--- config.mk ---
export PLATFORM = sky130hd
export DESIGN_NAME = mmio_bus_fabric_flat
export DESIGN_NICKNAME = d
export VERILOG_FILES = /design/src/rtl/mmio_bus_fabric_if.sv /design/src/rtl/mmio_bus_fabric.sv /design/src/flat_wrapper.sv
export SDC_FILE = /design/constraint.sdc
export NUM_CORES = 1
export LEC_CHECK = 0
export CAP_MARGIN = 20
export CORE_AREA = 2 2 123 125
export CTS_BUF_LIST = sky130_fd_sc_hd__clkbuf_4
export DETAILED_ROUTE_END_ITERATION = 12
export DIE_AREA = 0 0 125 127
export HOLD_SLACK_MARGIN = 0.1
export PLACE_DENSITY = 0.83
export SLEW_MARGIN = 25
export SYNTH_ARGS = -nofsm -noshare
export SYNTH_HDL_FRONTEND = slang
export SYNTH_SLANG_ARGS = --single-unit
--- constraint.sdc ---
create_clock -name clk -period 6.5 [get_ports clk]
set_input_delay 1.3 -clock clk [delete_from_list [all_inputs] [get_ports clk]]
set_output_delay 1.3 -clock clk [all_outputs]
set_load 0.01 [all_outputs]
--- src/rtl/mmio_bus_fabric_if.sv ---
// CPU-to-fabric request/response channel plus the shared slave-side bus.
// The fabric uses the slave modport; the requester/slave environment uses master.
interface mmio_bus_fabric_if #(
  parameter int N_SLAVES = 4
);
  logic                  req_valid;
  logic                  req_ready;
  logic [31:0]           req_addr;
  logic                  req_write;
  logic [31:0]           req_wdata;
  logic [3:0]            req_be;
  logic                  rsp_valid;
  logic [31:0]           rsp_rdata;
  logic                  rsp_err;
  logic [N_SLAVES-1:0]   s_sel;
  logic [31:0]           s_addr;
  logic [31:0]           s_wdata;
  logic [3:0]            s_be;
  logic                  s_write;
  logic [N_SLAVES-1:0]   s_ack;
  logic [N_SLAVES*32-1:0] s_rdata;

  modport master (
    output req_valid, req_addr, req_write, req_wdata, req_be,
    input  req_ready, rsp_valid, rsp_rdata, rsp_err,
    input  s_sel, s_addr, s_wdata, s_be, s_write,
    output s_ack, s_rdata
  );

  modport slave (
    input  req_valid, req_addr, req_write, req_wdata, req_be,
    output req_ready, rsp_valid, rsp_rdata, rsp_err,
    output s_sel, s_addr, s_wdata, s_be, s_write,
    input  s_ack, s_rdata
  );
endinterface

--- src/rtl/mmio_bus_fabric.sv ---
// Sequential MMIO fabric: base/mask window decode, one outstanding transaction,
// variable-latency slave acks, unmapped/timeout error responses and an error counter.
module mmio_bus_fabric #(
  parameter int                   N_SLAVES       = 4,
  parameter logic [N_SLAVES*32-1:0] SLAVE_BASE   = {N_SLAVES{32'h0}},
  parameter logic [N_SLAVES*32-1:0] SLAVE_MASK   = {N_SLAVES{32'hFFFF_F000}},
  parameter int                   TIMEOUT_CYCLES = 16,
  parameter logic [31:0]          ERR_RDATA      = 32'hDEAD_BEEF
) (
  input  logic                clk,
  input  logic                reset_n,
  mmio_bus_fabric_if.slave    bus,
  output logic [7:0]          err_count
);

  typedef enum logic [1:0] {IDLE, ACCESS, RESP} state_t;

  state_t              state_q;
  logic [N_SLAVES-1:0] s_sel_q;
  logic [31:0]         s_addr_q;
  logic [31:0]         s_wdata_q;
  logic [3:0]          s_be_q;
  logic                s_write_q;
  logic                rsp_valid_q;
  logic                rsp_err_q;
  logic [31:0]         rsp_rdata_q;
  logic [7:0]          err_count_q;
  logic [31:0]         tmo_cnt_q;

  logic [N_SLAVES-1:0] hit_d;
  logic [31:0]         sel_rdata_d;
  logic [7:0]          err_count_d;
  logic                ack_d;
  logic                tmo_d;

  function automatic logic [7:0] sat_inc8(input logic [7:0] v);
    return (v == 8'hFF) ? v : v + 8'd1;
  endfunction

  // Scan from the top index down so the lowest matching window ends up selected.
  always_comb begin
    hit_d = '0;
    for (int i = N_SLAVES - 1; i >= 0; i--) begin
      if ((bus.req_addr & SLAVE_MASK[32*i +: 32]) ==
          (SLAVE_BASE[32*i +: 32] & SLAVE_MASK[32*i +: 32])) begin
        hit_d    = '0;
        hit_d[i] = 1'b1;
      end
    end
  end

  always_comb begin
    sel_rdata_d = '0;
    for (int i = 0; i < N_SLAVES; i++) begin
      if (s_sel_q[i]) sel_rdata_d = bus.s_rdata[32*i +: 32];
    end
  end

  assign ack_d       = |(bus.s_ack & s_sel_q);
  assign tmo_d       = (TIMEOUT_CYCLES != 0) && (tmo_cnt_q == 32'(TIMEOUT_CYCLES - 1));
  assign err_count_d = sat_inc8(err_count_q);

  always_ff @(posedge clk or negedge reset_n) begin
    if (!reset_n) begin
      state_q     <= IDLE;
      s_sel_q     <= '0;
      s_addr_q    <= '0;
      s_wdata_q   <= '0;
      s_be_q      <= '0;
      s_write_q   <= 1'b0;
      rsp_valid_q <= 1'b0;
      rsp_err_q   <= 1'b0;
      rsp_rdata_q <= '0;
      err_count_q <= '0;
      tmo_cnt_q   <= '0;
    end else begin
      rsp_valid_q <= 1'b0;
      case (state_q)
        IDLE: begin
          if (bus.req_valid) begin
            s_addr_q  <= bus.req_addr;
            s_wdata_q <= bus.req_wdata;
            s_be_q    <= bus.req_be;
            s_write_q <= bus.req_write;
            tmo_cnt_q <= '0;
            if (|hit_d) begin
              s_sel_q <= hit_d;
              state_q <= ACCESS;
            end else begin
              state_q     <= RESP;
              rsp_valid_q <= 1'b1;
              rsp_err_q   <= 1'b1;
              rsp_rdata_q <= ERR_RDATA;
              err_count_q <= err_count_d;
            end
          end
        end
        ACCESS: begin
          // An ack arriving on the timeout cycle takes priority over the error.
          if (ack_d) begin
            s_sel_q     <= '0;
            state_q     <= RESP;
            rsp_valid_q <= 1'b1;
            rsp_err_q   <= 1'b0;
            rsp_rdata_q <= s_write_q ? 32'h0 : sel_rdata_d;
          end else if (tmo_d) begin
            s_sel_q     <= '0;
            state_q     <= RESP;
            rsp_valid_q <= 1'b1;
            rsp_err_q   <= 1'b1;
            rsp_rdata_q <= ERR_RDATA;
            err_count_q <= err_count_d;
          end else begin
            tmo_cnt_q <= tmo_cnt_q + 32'd1;
          end
        end
        RESP: begin
          state_q   <= IDLE;
          tmo_cnt_q <= '0;
        end
        default: state_q <= IDLE;
      endcase
    end
  end

  assign bus.req_ready = (state_q == IDLE);
  assign bus.rsp_valid = rsp_valid_q;
  assign bus.rsp_rdata = rsp_rdata_q;
  assign bus.rsp_err   = rsp_err_q;
  assign bus.s_sel     = s_sel_q;
  assign bus.s_addr    = s_addr_q;
  assign bus.s_wdata   = s_wdata_q;
  assign bus.s_be      = s_be_q;
  assign bus.s_write   = s_write_q;
  assign err_count     = err_count_q;

endmodule

--- src/flat_wrapper.sv ---
// flat-port wrapper written by rule: the top's interface ports become plain ports
module mmio_bus_fabric_flat 
#(
  parameter int                   N_SLAVES       = 4,
  parameter logic [N_SLAVES*32-1:0] SLAVE_BASE   = {N_SLAVES{32'h0}},
  parameter logic [N_SLAVES*32-1:0] SLAVE_MASK   = {N_SLAVES{32'hFFFF_F000}},
  parameter int                   TIMEOUT_CYCLES = 16,
  parameter logic [31:0]          ERR_RDATA      = 32'hDEAD_BEEF
)
  (clk, reset_n, err_count, bus_req_valid, bus_req_addr, bus_req_write, bus_req_wdata, bus_req_be, bus_req_ready, bus_rsp_valid, bus_rsp_rdata, bus_rsp_err, bus_s_sel, bus_s_addr, bus_s_wdata, bus_s_be, bus_s_write, bus_s_ack, bus_s_rdata);
  mmio_bus_fabric_if #(.N_SLAVES(N_SLAVES)) bus_i ();
  input  logic clk;
  input  logic reset_n;
  output logic [7:0] err_count;
  input wire logic [$bits(bus_i.req_valid)-1:0] bus_req_valid;
  input wire logic [$bits(bus_i.req_addr)-1:0] bus_req_addr;
  input wire logic [$bits(bus_i.req_write)-1:0] bus_req_write;
  input wire logic [$bits(bus_i.req_wdata)-1:0] bus_req_wdata;
  input wire logic [$bits(bus_i.req_be)-1:0] bus_req_be;
  output wire logic [$bits(bus_i.req_ready)-1:0] bus_req_ready;
  output wire logic [$bits(bus_i.rsp_valid)-1:0] bus_rsp_valid;
  output wire logic [$bits(bus_i.rsp_rdata)-1:0] bus_rsp_rdata;
  output wire logic [$bits(bus_i.rsp_err)-1:0] bus_rsp_err;
  output wire logic [$bits(bus_i.s_sel)-1:0] bus_s_sel;
  output wire logic [$bits(bus_i.s_addr)-1:0] bus_s_addr;
  output wire logic [$bits(bus_i.s_wdata)-1:0] bus_s_wdata;
  output wire logic [$bits(bus_i.s_be)-1:0] bus_s_be;
  output wire logic [$bits(bus_i.s_write)-1:0] bus_s_write;
  input wire logic [$bits(bus_i.s_ack)-1:0] bus_s_ack;
  input wire logic [$bits(bus_i.s_rdata)-1:0] bus_s_rdata;
  assign bus_i.req_valid = bus_req_valid;
  assign bus_i.req_addr = bus_req_addr;
  assign bus_i.req_write = bus_req_write;
  assign bus_i.req_wdata = bus_req_wdata;
  assign bus_i.req_be = bus_req_be;
  assign bus_req_ready = bus_i.req_ready;
  assign bus_rsp_valid = bus_i.rsp_valid;
  assign bus_rsp_rdata = bus_i.rsp_rdata;
  assign bus_rsp_err = bus_i.rsp_err;
  assign bus_s_sel = bus_i.s_sel;
  assign bus_s_addr = bus_i.s_addr;
  assign bus_s_wdata = bus_i.s_wdata;
  assign bus_s_be = bus_i.s_be;
  assign bus_s_write = bus_i.s_write;
  assign bus_i.s_ack = bus_s_ack;
  assign bus_i.s_rdata = bus_s_rdata;
  mmio_bus_fabric #(.N_SLAVES(N_SLAVES), .SLAVE_BASE(SLAVE_BASE), .SLAVE_MASK(SLAVE_MASK), .TIMEOUT_CYCLES(TIMEOUT_CYCLES), .ERR_RDATA(ERR_RDATA)) u_core (.clk(clk), .reset_n(reset_n), .bus(bus_i), .err_count(err_count));
endmodule
======== Word level (Yosys, flattened, before mapping) ========
Index checks and enable logic that the tools add are counted.
word-level totals
  bits of input ports ..................... 204
  bits in registers ....................... 149
  bits in writable memories ............... 0
  memories ................................ 0
  word-level logic and storage cells ...... 78
  bits in latches ......................... 0
  memory bits (read-only) ................. 0
cells by class
  bitwise logic cells ..................... 1
  reductions and logical operators ........ 12
  divide/modulo/power cells ............... 0
  equal/unequal tests ..................... 11
  shift operators ......................... 0
  mux-type cells .......................... 41
  add/sub/neg operators ................... 2
  order comparisons ....................... 0
  multipliers ............................. 0
operators with widths
  cell                                            number
  2-to-1 mux 32 bit                               12
  case mux 32 bit (3 select lines)                1
  case mux 32 bit (2 select lines)                1
  2-to-1 mux 8 bit                                5
  adder 32 x 1 -> 32 bit, second input constant   1
  == test 32 x 4 -> 1 bit, second input constant  1
  logical NOT 32 bit                              1
  2-to-1 mux 4 bit                                4
  case mux 8 bit (2 select lines)                 1
  AND reduction 4 bit                             3
  2-to-1 mux 1 bit                                9
  adder 8 x 1 -> 8 bit, second input constant     1
  == test 8 bit, second input constant            1
  2-to-1 mux 2 bit                                4
  != test 2 bit, second input constant            4
  case mux 4 bit (2 select lines)                 1
  OR reduction 4 bit                              2
  AND reduction 5 bit                             1
  bitwise AND 4 bit                               1
  != test 2 x 1 -> 1 bit, second input constant   2
  case mux 1 bit (2 select lines)                 2
  case mux 2 bit (2 select lines)                 1
  AND reduction 2 bit                             2
  != test 3 x 1 -> 1 bit, second input constant   1
  5 further kinds                                 5

======== Longest topological paths before layout ========
  depth in word-level cells ............... 7
  depth in mapped cells ................... 10

======== Worst setup path after synthesis ========
Ideal clock, no wire load.
  path kind ............................... input to register
  start ................................... in bus_req_addr[22]
  end ..................................... reg u_core.rsp_rdata_q[0], in the netlist u_core.bus.rsp_rdata[0]
  data arrival time ....................... 2782 ps
  buffers on the path ..................... 2
  stages on the path ...................... 8
  data required time ...................... 6379 ps
  setup slack ............................. 3597 ps
  cell sequence ........................... nor4_1 nand3_1 o21ai_1 and3_1 buf_6 inv_8 buf_12 o22a_1
on the way
  cells in the longest elaborated chain, start to end .. 5
RTL lines
  what                           line                    text
  start, declared                flat_wrapper.sv:16      input wire logic [$bits(bus_i.req_addr)-1:0] bus_req_addr;
  logical NOT 32 bit             mmio_bus_fabric.sv:44   if ((bus.req_addr & SLAVE_MASK[32*i +: 32]) ==
  2-to-1 mux 1 bit               mmio_bus_fabric.sv:44
  OR reduction 4 bit             mmio_bus_fabric.sv:86   if (|hit_d) begin
  != test 2 bit (no line)        -
  AND reduction 4 bit (no line)  -
  end signal, assigned           mmio_bus_fabric.sv:105  rsp_rdata_q <= s_write_q ? 32'h0 : sel_rdata_d;
  end, declared                  mmio_bus_fabric.sv:26   logic [31:0] rsp_rdata_q;
No other way between the ends.
A chain may end at the register's enable or synchronous reset.

======== Final worst setup path ========
  start ................................... in bus_req_addr[22]
  end ..................................... reg u_core.rsp_rdata_q[27], in the netlist u_core.bus.rsp_rdata[27]
Same word-level chain as after synthesis.

==> results.txt <==
status -> complete, no violations
final worst-path cycle share -> 53.1%
FF-to-FF End -> u_core.bus.rsp_rdata[19]$_DFFE_PN0P_
Commonest cells post-synth -> nand2_1, dfrtp_1, nor2b_1
chip height -> 127 um
Max Cap Viol -> 0
Final Util -> 62.2%
CP bufs+invs -> 2
Synth-to-Final Area Change -> 39.0%
Inserted Clock Buffers -> 17
Finished Cell Area -> 0.00897 mm2
worst reg2reg path startpoint -> u_core.state_q[1]$_DFFE_PN0P_
CP Depth -> 7
Placer Congestion -> 0.837
Critical Path End -> u_core.bus.rsp_rdata[27]$_DFFE_PN0P_
CP cell instances -> clkdlybuf4s50_1 -> nor4_1 -> nand3_1 -> o21ai_1 -> and3_1 -> inv_8 -> o22a_2
initial antenna violation count -> 1
Die Area -> 0.0159 mm2
Yosys top cell area share -> 56.6%
WL per Instance -> 15.8 um
nets -> 1,078
max incr delay on CP -> 0.64 ns
CP max FO -> 26
flop2flop setup slack -> 3.74 ns
crit path max-delay cell type -> and3_1
DIE WIDTH -> 125 um
Seq/Total Area, Yosys -> 56.6%
Setup CP Type -> primary input to register
Overflow after GRT -> 0
Max Fclk -> 290 MHz
vias -> 5,623
port bufs -> 217
largest family of logic cells by synthesized area -> simple AND/OR/NAND/NOR gates
largest net degree at the start of global routing -> 99
area post-placement -> 0.00872 mm2
CTS tree -> built
Critical Path RT -> 6.95 ns
drt first-iter violations -> 318
# hold bufs at CTS -> 0
initial core utilization -> 44.8%
Post-CTS Setup Bufs -> 0
vias in the first global route -> 5,645
DRC errors left -> 0
R2R cell count -> 7
adder-cell share of the synthesized area -> 0.388%
Netlist cell types -> 53
Worst Path Arrival -> 3.91 ns
Post-synth top flop -> dfrtp_1
DP HPWL -> 11,900 um
Post-synth ARST share -> 100%
RSZ-0062 raised after global routing -> no
first-pass GRT wire length -> 28,200 um
Hold Fails Final Rpt -> 0
Fin Setup TNS -> 0 ns
clock tree buffer depth -> 2
#FFs+latches synth -> 146
average cell area after synthesis -> 9.75 um2
final setup vio count -> 0
Worst Skew -> 0.0148 ns
clock sinks -> 146
CP Launch Type -> primary input
Synth Instances -> 662
mux share of post-synthesis cell area -> 0.329%
H-tree depth -> 4
Post-Synth Simple-Gate Area -> 24.8%
Period minus WS final -> 3.45 ns
layout cells sized above 1 -> 7.70%
top cells by area, synth -> dfrtp_1, nand2_1, o22a_1
top-count cell post-synth -> nand2_1
Routed WL -> 16,900 um
antenna violation net count after detailed routing -> 0
Slew @ Worst Pin -> 0.998 ns
post_cts resized -> 0
gr usage total -> 22.2%
CP Capture Type -> register
synth warn -> 0
Clock Latency Late Sink -> 0.55 ns
number of synthesized flops with an enable pin -> 0
Pwr Density -> 223 mW/mm2
Yosys top cell by area -> dfrtp_1
I/O pin total -> 320
Worst VDD drop -> 0.144 mV
Core Region -> 0.0144 mm2
Synth Cell Area -> 0.00646 mm2
FP Rows -> 44
Pleak -> 3.89 nW
via density per instance -> 5.26
CP delay by family, top -> simple AND/OR/NAND/NOR gates
crit path from -> bus_req_addr[22]
Design Power -> 2.00 mW
Worst slew margin -> 33.5%
DR pass1 iterations -> 5
hold crit path type -> register to register
Synth Area in XOR/XNOR -> 1.36%
Root Driver -> clkbuf_4
Slew Viols, Final -> 0
Worst-path clk slew -> 0.12 ns
post-synthesis compound-gate area fraction -> 12.8%
==> final cells by class <==
| cell class | instances | area [um2] |
|---|---|---|
| Antenna cell | 1 | 2.50 |
| Inverter | 9 | 41.3 |
| Clock inverter | 12 | 118 |
| Multi-Input combinational cell | 475 | 2580 |
| Timing Repair Buffer | 223 | 2220 |
| Fill cell | 1215 | 5450 |
| Sequential cell | 146 | 3650 |
| Tap cell | 184 | 230 |
| Clock buffer | 18 | 135 |
==> layer usage <==
layer / GRT usage [%] / wire (um) / vias to the layer above / share of wire, %
li1: - / - / 2698 / -
met1: 27.7 / 6830 / 2662 / 40
met2: 35.7 / 8090 / 230 / 48
met4: 7.84 / 423 / 0 / 2.5
met3: 8.25 / 1550 / 33 / 9.2
met5: 0 / 0 / - / 0
==> placed cells by master (no fill, tap or decap), types with 3 or more instances in the layout <==
cell type	netlist	final
and4_1	3	3
conb_1	1	3
o21ai_1	3	3
nor4_4	3	3
clkdlybuf4s50_1	0	216
buf_4	3	6
a31oi_1	5	5
inv_1	8	8
and3_1	4	4
o31ai_1	11	11
nand2b_1	3	3
nor2b_1	25	25
or3_1	3	3
a211oi_1	4	4
dfrtp_1	146	146
or4_1	7	7
nand4_1	12	12
nor4_1	10	10
o21ai_0	24	24
xor2_1	8	8
clkinv_2	0	5
nand2_1	231	230
o21a_1	3	3
o22a_1	18	18
or2_2	6	6
nor2_1	14	14
o22a_2	6	6
a22o_2	8	8
o22ai_1	3	3
clkbuf_4	0	18
a21oi_1	16	16
nand3_1	14	14
==> metrics by stage <==
step | hold slack, ns | instances | worst slack [ns]
4_1_cts | 0.490 | 1067 | 3.06
6_report | 0.486 | 1068 | 3.05
2_1_floorplan | 0.460 | 664 | 3.60
3_5_place_dp | 0.461 | 1037 | 2.46
5_1_grt | 0.513 | 1068 | 2.90
3_3_place_gp | 0.457 | 1037 | 2.47
==> registers in the layout, indices dropped and copies added, names as in the netlist, 2 cells and up <==
signal and count:
u_core.tmo_cnt_q 32, u_core.state_q 2, u_core.bus.s_be 4, u_core.err_count 8, u_core.bus.rsp_rdata 32, u_core.bus.s_addr 32, u_core.bus.s_wdata 32
==> worst min-delay path by stage <==
stage                                       startpoint                                 end  slack [ns]  cells after the start
floorplan             u_core.tmo_cnt_q[20]$_DFFE_PN0P_    u_core.tmo_cnt_q[20]$_DFFE_PN0P_        0.46                      1
global placement     u_core.bus.s_addr[25]$_DFFE_PN0P_   u_core.bus.s_addr[25]$_DFFE_PN0P_        0.46                      2
detailed placement    u_core.bus.s_addr[6]$_DFFE_PN0P_    u_core.bus.s_addr[6]$_DFFE_PN0P_        0.46                      2
CTS                  u_core.bus.s_addr[10]$_DFFE_PN0P_   u_core.bus.s_addr[10]$_DFFE_PN0P_        0.49                      2
global route        u_core.bus.s_wdata[20]$_DFFE_PN0P_  u_core.bus.s_wdata[20]$_DFFE_PN0P_        0.51                      2
finish                  u_core.bus.s_be[0]$_DFFE_PN0P_      u_core.bus.s_be[0]$_DFFE_PN0P_        0.49                      2
==> cell families (layout without fill, tap and decap cells) <==
| group | after synthesis | in the layout |
|---|---|---|
| AOI/OAI and AO/OA | 114 | 114 |
| xor gates and xnor gates | 10 | 10 |
| adders and majority gates | 2 | 2 |
| buffers and inverters | 43 | 262 |
| DFF | 146 | 146 |
| muxes | 2 | 2 |
| other | 1 | 4 |
| and+or+nand+nor | 344 | 344 |
==> power breakdown <==
group | internal, mW | switching [mW] | leakage [nW]
clock network | 0.224 | 0.315 | 0.143
registers | 0.981 | 0.0537 | 1.78
logic | 0.230 | 0.198 | 1.97
total | 1.43 | 0.567 | 3.89
==> tightest hold or removal path, delay by kind of cell, from the launching register on <==
kind	cells	cell delay, ns
and+or+nand+nor	2	0.10
DFF	1	0.36
Note: power is estimated with default switching activity, not from simulation.
